[src/rtl/time_display.sv]
// time_display: converts a 15-bit binary count to 5 BCD digits with a sequential
// shift-add-3 engine and drives five active-low 7-segment displays with
// leading-zero blanking. Outputs update only when a conversion completes.
// Optional feature macro: BLINK_ZERO_EN (blinks all displays while bcd is zero).
module time_display #(
   parameter int unsigned BLINK_DIV = 25000000
) (
   input  logic        clk,
   input  logic        reset,
   input  logic [14:0] value,
   output logic [19:0] bcd,
   output logic [6:0]  hex0,
   output logic [6:0]  hex1,
   output logic [6:0]  hex2,
   output logic [6:0]  hex3,
   output logic [6:0]  hex4,
   output logic        busy
);

   typedef enum logic [1:0] {
      StIdle  = 2'd0,
      StShift = 2'd1,
      StLoad  = 2'd2
   } state_e;

   localparam logic [6:0] SegBlank = 7'h7F;
   localparam logic [6:0] SegZero  = 7'h40;

   // Active-low segment pattern for one digit; anything outside 0..9 is blank.
   function automatic logic [6:0] seg_of(input logic [3:0] d);
      logic [6:0] s;
      case (d)
         4'd0:    s = 7'h40;
         4'd1:    s = 7'h79;
         4'd2:    s = 7'h24;
         4'd3:    s = 7'h30;
         4'd4:    s = 7'h19;
         4'd5:    s = 7'h12;
         4'd6:    s = 7'h02;
         4'd7:    s = 7'h78;
         4'd8:    s = 7'h00;
         4'd9:    s = 7'h10;
         default: s = SegBlank;
      endcase
      return s;
   endfunction

   state_e      r_state, w_state_nxt;
   logic [14:0] r_last_value, w_last_value_nxt;
   logic [14:0] r_shreg, w_shreg_nxt;
   logic [19:0] r_acc, w_acc_nxt;
   logic [3:0]  r_cnt, w_cnt_nxt;
   logic [19:0] r_bcd, w_bcd_nxt;
   logic [6:0]  r_hex0, r_hex1, r_hex2, r_hex3, r_hex4;
   logic [6:0]  w_hex0_nxt, w_hex1_nxt, w_hex2_nxt, w_hex3_nxt, w_hex4_nxt;
   logic        r_busy;

   logic [19:0] w_adj;
   logic [4:0]  w_nz;

   // Add-3 correction on every accumulator nibble that is 5 or more.
   always_comb begin
      w_adj = r_acc;
      for (int i = 0; i < 5; i++) begin
         if (r_acc[4*i +: 4] >= 4'd5) begin
            w_adj[4*i +: 4] = r_acc[4*i +: 4] + 4'd3;
         end
      end
   end

   // Per-digit nonzero flags of the finished accumulator, used for blanking.
   always_comb begin
      for (int i = 0; i < 5; i++) begin
         w_nz[i] = (r_acc[4*i +: 4] != 4'd0);
      end
   end

   // Next-state and datapath updates for the IDLE/SHIFT/LOAD conversion FSM.
   always_comb begin
      w_state_nxt      = r_state;
      w_last_value_nxt = r_last_value;
      w_shreg_nxt      = r_shreg;
      w_acc_nxt        = r_acc;
      w_cnt_nxt        = r_cnt;
      w_bcd_nxt        = r_bcd;
      w_hex0_nxt       = r_hex0;
      w_hex1_nxt       = r_hex1;
      w_hex2_nxt       = r_hex2;
      w_hex3_nxt       = r_hex3;
      w_hex4_nxt       = r_hex4;
      case (r_state)
         StIdle: begin
            if (value != r_last_value) begin
               w_last_value_nxt = value;
               w_shreg_nxt      = value;
               w_acc_nxt        = 20'd0;
               w_cnt_nxt        = 4'd0;
               w_state_nxt      = StShift;
            end
         end
         StShift: begin
            w_acc_nxt   = {w_adj[18:0], r_shreg[14]};
            w_shreg_nxt = {r_shreg[13:0], 1'b0};
            w_cnt_nxt   = r_cnt + 4'd1;
            // Counter holds the number of shifts already done; this edge is the 15th.
            if (r_cnt == 4'd14) begin
               w_state_nxt = StLoad;
            end
         end
         StLoad: begin
            w_bcd_nxt   = r_acc;
            w_hex0_nxt  = seg_of(r_acc[3:0]);
            w_hex1_nxt  = (w_nz[4:1] != 4'd0) ? seg_of(r_acc[7:4])   : SegBlank;
            w_hex2_nxt  = (w_nz[4:2] != 3'd0) ? seg_of(r_acc[11:8])  : SegBlank;
            w_hex3_nxt  = (w_nz[4:3] != 2'd0) ? seg_of(r_acc[15:12]) : SegBlank;
            w_hex4_nxt  = w_nz[4]             ? seg_of(r_acc[19:16]) : SegBlank;
            w_state_nxt = StIdle;
         end
         default: begin
            w_state_nxt = StIdle;
         end
      endcase
   end

   // State and datapath registers; busy is registered from the next state.
   always_ff @(posedge clk or posedge reset) begin
      if (reset) begin
         r_state      <= StIdle;
         r_last_value <= 15'd0;
         r_shreg      <= 15'd0;
         r_acc        <= 20'd0;
         r_cnt        <= 4'd0;
         r_bcd        <= 20'd0;
         r_hex0       <= SegZero;
         r_hex1       <= SegBlank;
         r_hex2       <= SegBlank;
         r_hex3       <= SegBlank;
         r_hex4       <= SegBlank;
         r_busy       <= 1'b0;
      end else begin
         r_state      <= w_state_nxt;
         r_last_value <= w_last_value_nxt;
         r_shreg      <= w_shreg_nxt;
         r_acc        <= w_acc_nxt;
         r_cnt        <= w_cnt_nxt;
         r_bcd        <= w_bcd_nxt;
         r_hex0       <= w_hex0_nxt;
         r_hex1       <= w_hex1_nxt;
         r_hex2       <= w_hex2_nxt;
         r_hex3       <= w_hex3_nxt;
         r_hex4       <= w_hex4_nxt;
         r_busy       <= (w_state_nxt != StIdle);
      end
   end

   assign bcd  = r_bcd;
   assign busy = r_busy;

`ifdef BLINK_ZERO_EN
   logic [24:0] r_blink_cnt;
   logic        r_phase;
   logic        w_blank_all;

   // Blink half-period counter; phase toggles each time the counter wraps.
   always_ff @(posedge clk or posedge reset) begin
      if (reset) begin
         r_blink_cnt <= 25'd0;
         r_phase     <= 1'b1;
      end else if (r_blink_cnt == 25'(BLINK_DIV - 1)) begin
         r_blink_cnt <= 25'd0;
         r_phase     <= ~r_phase;
      end else begin
         r_blink_cnt <= r_blink_cnt + 25'd1;
      end
   end

   // A zero result is the expired-timer indication: flash the whole display.
   assign w_blank_all = (r_bcd == 20'd0) && !r_phase;
   assign hex0 = w_blank_all ? SegBlank : r_hex0;
   assign hex1 = w_blank_all ? SegBlank : r_hex1;
   assign hex2 = w_blank_all ? SegBlank : r_hex2;
   assign hex3 = w_blank_all ? SegBlank : r_hex3;
   assign hex4 = w_blank_all ? SegBlank : r_hex4;
`else
   logic w_unused_blink_div;
   assign w_unused_blink_div = ^BLINK_DIV;

   assign hex0 = r_hex0;
   assign hex1 = r_hex1;
   assign hex2 = r_hex2;
   assign hex3 = r_hex3;
   assign hex4 = r_hex4;
`endif

endmodule
[config.mk]
export PLATFORM = sky130hd
export DESIGN_NAME = time_display
export DESIGN_NICKNAME = d
export VERILOG_FILES = /design/src/rtl/time_display.sv
export SDC_FILE = /design/constraint.sdc
export NUM_CORES = 1
export LEC_CHECK = 0
export ABC_CLOCK_PERIOD_IN_PS = 3600
export CORE_ASPECT_RATIO = 2
export CORE_MARGIN = 4
export CORE_UTILIZATION = 45
export CTS_CLUSTER_SIZE = 16
export DETAILED_ROUTE_END_ITERATION = 16
export GPL_ROUTABILITY_DRIVEN = 1
export PLACE_DENSITY = 0.73
export SYNTH_ARGS = -nofsm -noshare
export SYNTH_HDL_FRONTEND = slang
export SYNTH_SLANG_ARGS = --single-unit
[constraint.sdc]
create_clock -name clk -period 3.6 [get_ports clk]
set_input_delay 0.72 -clock clk [delete_from_list [all_inputs] [get_ports clk]]
set_output_delay 0.72 -clock clk [all_outputs]
set_load 0.005 [all_outputs]
### Yosys cells after proc, flatten, opt, wreduce, memory -nomap -nowiden

Memory sizes are Yosys's and may differ from the RTL's. A register that Yosys moved wholly into a read port is not among the register bits.
Index checks and enable logic that the tools add are counted.

* eq/ne operators: 5
* multiply operators: 0
* div/mod/pow operators: 0
* reduce and logical (&&, ||, !) cells: 12
* $lt $le $gt $ge: 5
* bitwise operators: 0
* $add $sub $neg: 6
* shift operators: 0
* muxes and demuxes: 18

Operator list (number)
* 20-bit one-hot mux with 2 select lines: 1
* 15-bit one-hot mux with 2 select lines: 1
* 7-bit two-way mux: 4
* 4-bit by 3-bit greater-or-equal comparator with 1-bit output, second input constant: 5
* 20-bit two-way mux: 1
* 4-bit two-way mux: 5
* 4-bit nonzero test: 5
* 4-bit by 2-bit adder with 4-bit output, second input constant: 4
* 15-bit two-way mux: 1
* 15-bit != test: 1
* 4-bit one-hot mux with 2 select lines: 1
* 2-bit nonzero test: 3
* 4-bit by 1-bit adder with 4-bit output, second input constant: 1
* 4-bit equality test, second input constant: 1
* 2-bit two-way mux: 2
* 2-bit one-hot mux with 2 select lines: 1
* 2-bit AND reduction: 2
* 3-bit by 2-bit adder with 3-bit output, second input constant: 1
* 3-bit two-way mux: 1
* 3-bit nonzero test: 1
* 2-bit by 1-bit equality test with 1-bit output, second input constant: 1
* 2-bit equality test, second input constant: 1
* 2-bit logical NOT: 1
* 2-bit != test, second input constant: 1

* latch bits: 0
* ROM bits: 560
* memories: 5
* flip-flop bits (word level): 105
* output and inout port bits: 56
* input bits: 17
* word-level logic and storage cells: 62
* bits in writable memories: 0

Memory list
* (name not given): words 16, width 7, read ports 1, clocked after memory_dff 1, wr ports 0, line 32 `case (d)`
* (name not given): words 16, width 7, read ports 1, clocked after memory_dff 0, wr ports 0, line 32
* (name not given): words 16, width 7, read ports 1, clocked after memory_dff 0, wr ports 0, line 32
* (name not given): words 16, width 7, read ports 1, clocked after memory_dff 0, wr ports 0, line 32
* (name not given): words 16, width 7, read ports 1, clocked after memory_dff 0, wr ports 0, line 32

### Depth between registers and ports, before layout

* depth in word-level cells: 4
* mapped depth: 8
* depth with buffers taken out: 6

### Worst setup path after synthesis

OpenSTA, ideal clock, no wires.

* path kind: input -> register
* start point: input value[1]
* end point: register r_shreg[10]
* stages: 7
* arrival time: 1.997 ns
* path buffers: 2
* slack: 1.478 ns
* data required time: 3.475 ns
* setup time: 0.125 ns
* cell sequence: xor2_1 -> nor4_2 -> a41o_1 -> buf_6 -> inv_4 -> buf_12 -> mux2_4

* cells in the longest elaborated chain, start to end: 3

RTL lines
* start, declared: line 10 `input logic [14:0] value,`
* 15-bit != test: line 93 `if (value != r_last_value) begin`
* 2-bit != test (no source line)
* 2-bit AND reduction (no source line)
* end signal, assigned: line 143 `r_shreg <= w_shreg_nxt;`
* end, declared: line 50 `logic [14:0] r_shreg, w_shreg_nxt;`

No other way between the ends.
A chain may end at the register's enable or synchronous reset.

### Worst setup path after layout

* start point: input value[12]
* end point: register r_last_value[6]

* cells in the longest elaborated chain, start to end: 2

RTL lines
* 15-bit != test: line 93
* 2-bit AND reduction (no source line)
* end signal, assigned: line 142 `r_last_value <= w_last_value_nxt;`
* end, declared: line 49 `logic [14:0] r_last_value, w_last_value_nxt;`

No other way between the ends.

==> flow_metrics.env <==
export IMPL_cts_path_max_buffers=2
export IMPL_wl_per_cell_um=15.9
export IMPL_cts_htree_levels=3
export IMPL_floorplan_initialDensity_pct=45.9
export IMPL_timing_final_crit_period_ns=2.44
export IMPL_synth_largest_area_cell="sky130_fd_sc_hd__dfrtp_1"
export IMPL_asyncSetResetFlopFracSynth_pct=100
export IMPL_initial_drt_markers=169
export IMPL_total_count_of_hold_check_failures_in_the_final_report=0
export IMPL_holdBufCountCts=0
export IMPL_mappedNetlistNets=607
export IMPL_number_of_global_route_vias_before_repair=4349
export IMPL_worst_setup_path_end_kind="flip-flop"
export IMPL_tritoncts_clock_tree="yes"
export IMPL_top_cell_type_s_share_of_synthesized_area_pct=36.1
export IMPL_most_frequent_standard_cell_in_the_layout_excluding_fill_and_tap_cells="sky130_fd_sc_hd__nand2_1"
export IMPL_max_slew_margin_pct=34.2
export IMPL_worstPathArrival_ns=2.68
export IMPL_synth_enable_flop_cells=0
export IMPL_post_route_period_util_pct=67.9
export IMPL_outcome="finished clean"
export IMPL_cts_sink_count=112
export IMPL_fraction_of_power_consumed_by_sequential_logic_pct=38.8
export IMPL_finalNetCount=662
export IMPL_die_area_mm2=0.0148
export IMPL_power_share_switching_pct=36.8
export IMPL_reg2reg_slack_ns=1.38
export IMPL_grt_antenna_before_repair=0
export IMPL_drtAntennaViolNets=0
export IMPL_timing_max_transition_violations_final=0
export IMPL_netlist_instances=563
export IMPL_fin_setup_tns_ns=0
export IMPL_combPwrFrac_pct=46.4
export IMPL_worstReg2RegEnd="hex1[6]"
export IMPL_avgViaCountPerCell=5.44
export IMPL_synth_lib_cells_used_distinct=49
export IMPL_num_antenna_cells=0
export IMPL_finClkSkew_ns=0.00735
export IMPL_postSynthRegisterBits=112
export IMPL_synth_yosys_seq_area_share_pct=49.3
export IMPL_clockRootBuffer="sky130_fd_sc_hd__clkbuf_16"
export IMPL_r2r_start="r_acc[17]"
export IMPL_critical_path_startpoint_type="input port"
export IMPL_crit_path_top_delay_cell="sky130_fd_sc_hd__a41oi_2"
export IMPL_worstMarginPinSlew_ns=0.986
export IMPL_yosysWarningCount=0
export IMPL_largest_net_degree_at_the_start_of_global_routing=113
export IMPL_fill_cells=1093
export IMPL_grt_pass1_wl_um=20800
export IMPL_route_final_wire_length_um=12300
export IMPL_clock_power_share_pct=14.8
export IMPL_floorplan_core_area_mm2=0.0126
export IMPL_worst_path_largest_cell_delay_ns=0.69
export IMPL_die_height_um=168
export IMPL_max_vdd_ir_drop_mv=0.433
export IMPL_max_cap_violation_count=0
export IMPL_portBuffers=72
export IMPL_synthesis_area_mm2=0.00576
export IMPL_globalRoute_totalOverflow=0
export IMPL_boundaryPins=73
export IMPL_post_cts_resize_count=0
export IMPL_finalWeightedCongestion=0.859
export IMPL_timing_critical_path_required_ns=3.84
export IMPL_post_cts_buffers=0
export IMPL_worstRegToRegCells=6
export IMPL_groute_usage_overall_pct=17.8
export IMPL_ys_dominant_reg_cell="sky130_fd_sc_hd__dfrtp_1"
export IMPL_totalPowerFinal_mw=6.52
export IMPL_yosys_top_cells_area="sky130_fd_sc_hd__dfrtp_1, sky130_fd_sc_hd__dfstp_2, sky130_fd_sc_hd__nand2_1"
export IMPL_crit_type="in2reg"
export IMPL_tritoncts_num_buffers=9
export IMPL_critical_path_cell_chain="clkdlybuf4s50_1, xor2_1, nor3_1, a41oi_2, mux2_2"
export IMPL_worst_hold_path_type="reg2reg"
export IMPL_syn_to_final_growth_pct=18.9
export IMPL_die_width_um=88.0
export IMPL_switching_power_mw=2.40
export IMPL_p_int_mw=4.12
export IMPL_worst_hold_path_endpoint="hex4[3]"
export IMPL_total_leakage_power_nw=3.04
export IMPL_clock_latency_ns=0.35
export IMPL_synthesis_area_per_instance_um2=10.2
export IMPL_setup_viol_count_final=0
export IMPL_layout_common_cells="sky130_fd_sc_hd__nand2_1, sky130_fd_sc_hd__dfrtp_1, sky130_fd_sc_hd__clkdlybuf4s50_1"
export IMPL_fraction_of_layout_instances_using_a_drive_strength_above_1_pct=15.9
export IMPL_route_detailed_drc=0
export IMPL_hold_path_depth=2
export IMPL_first_pass_iters=5
export IMPL_areal_power_density_over_the_cells_mw_per_mm2=952
export IMPL_worst_path_dominant_cell_family="compound AO/OA/AOI/OAI gates"
export IMPL_detailroute_via_count=4207
export IMPL_holdCritStartpoint="hex4[3]"
export IMPL_worst_path_buf_inv=1
export IMPL_clk_pin_slew_worst_setup_hold_paths_ns=0.07
export IMPL_dp_hpwl_um=8900
export IMPL_path_max_fanout=15
export IMPL_unrepaired_setup_endpoints_after_global_routing="false"
export IMPL_fmax_mhz=409
export IMPL_rows=58
final cells by class:
class,count,area [µm²],area share [%]
clock inverter,2,13.8,0.201
timing repair buffer,77,771,11.3
clock buffer,14,274,4.00
tap,150,188,2.74
sequential,112,2840,41.5
inverter,25,100,1.46
multi-input combinational,393,2660,38.9
synthesized netlist by cell type, types with 4 or more instances:
cell type,n
sky130_fd_sc_hd__o22ai_2,7
sky130_fd_sc_hd__o21ai_0,47
sky130_fd_sc_hd__o22ai_1,4
sky130_fd_sc_hd__ha_1,27
sky130_fd_sc_hd__a22o_1,7
sky130_fd_sc_hd__nor3_1,6
sky130_fd_sc_hd__dfstp_2,29
sky130_fd_sc_hd__nand2_1,94
sky130_fd_sc_hd__or2_2,5
sky130_fd_sc_hd__clkbuf_1,26
sky130_fd_sc_hd__o22a_1,10
sky130_fd_sc_hd__mux2i_1,8
sky130_fd_sc_hd__o31ai_1,6
sky130_fd_sc_hd__nand2b_1,10
sky130_fd_sc_hd__nor2_1,35
sky130_fd_sc_hd__inv_1,23
sky130_fd_sc_hd__mux2_4,12
sky130_fd_sc_hd__xnor2_1,6
sky130_fd_sc_hd__mux2_2,19
sky130_fd_sc_hd__a21oi_1,28
sky130_fd_sc_hd__dfrtp_1,83
sky130_fd_sc_hd__xor2_1,15
sky130_fd_sc_hd__nor3b_1,5
sky130_fd_sc_hd__a31oi_1,8
through the flow:
step / utilization [%] / cells / instance area (µm²) / hold slack (ns) / setup slack [ns]
2_1_floorplan: - / 563 / 5760 / 0.446 / 1.48
3_5_place_dp: 52.2 / 757 / 6560 / 0.449 / 0.761
6_report: 54.5 / 773 / 6850 / 0.464 / 1.16
5_1_grt: 54.5 / 773 / 6850 / 0.493 / 1.02
4_1_cts: 54.5 / 773 / 6850 / 0.459 / 1.13
3_3_place_gp: 52.2 / 757 / 6560 / 0.449 / 0.778
worst reg2reg max path: cells and delay by family (launching register included):
kind,cells,cell delay (ns)
and+or+nand+nor,2,0.69
AOI/OAI and AO/OA,2,0.50
DFF,1,0.42
adders and majority gates,1,0.35
buffers and inverters,1,0.20
logic make-up after synthesis:
family	Yosys count	synth area share (%)
AO/OA/AOI/OAI	137	15.7
XOR/XNOR	21	3.20
adder cells (fa/ha/maj)	27	5.87
buffers and inverters	58	4.54
flip-flops	112	49.3
multiplexers	39	8.24
AND/OR/NAND/NOR	169	13.1
routing by layer:
layer	vias to the layer above	wire length, µm	GRT usage, %
li1	2053	-	-
met1	2039	4770	20.5
met2	93	6700	31.2
met3	22	502	3.67
met4	0	346	7.75
met5	-	0	0
registers in the layout, indices dropped and copies added, names as in the netlist:
register	flops
hex3	7
hex1	7
hex2	7
r_shreg	15
busy	1
hex0	7
r_last_value	15
r_state	2
hex4	7
r_acc	20
bcd	20
r_cnt	4
how the worst max path moves through the flow:
| stage | slack [ns] | cells after the start | end | start |
|---|---|---|---|---|
| 6_report | 1.16 | 5 | r_last_value[6] | value[12] |
| 4_1_cts | 1.13 | 5 | r_last_value[5] | value[12] |
| 2_1_floorplan | 1.48 | 7 | r_shreg[10] | value[1] |
| 3_5_place_dp | 0.76 | 5 | r_last_value[9] | value[12] |
| 5_1_grt | 1.02 | 5 | r_last_value[2] | value[12] |
| 3_3_place_gp | 0.78 | 5 | r_last_value[0] | value[12] |
power by group through the flow:
stage / registers [mW] / logic, mW / clock network, mW
after floorplan: 2.35 / 2.10 / 0
after global placement: 2.52 / 2.96 / 0
after detailed placement: 2.56 / 3.05 / 0
after CTS: 2.54 / 3.07 / 0.988
after global routing: 2.63 / 3.39 / 1.05
final: 2.53 / 3.03 / 0.963
(Power assumes the default switching activity.)
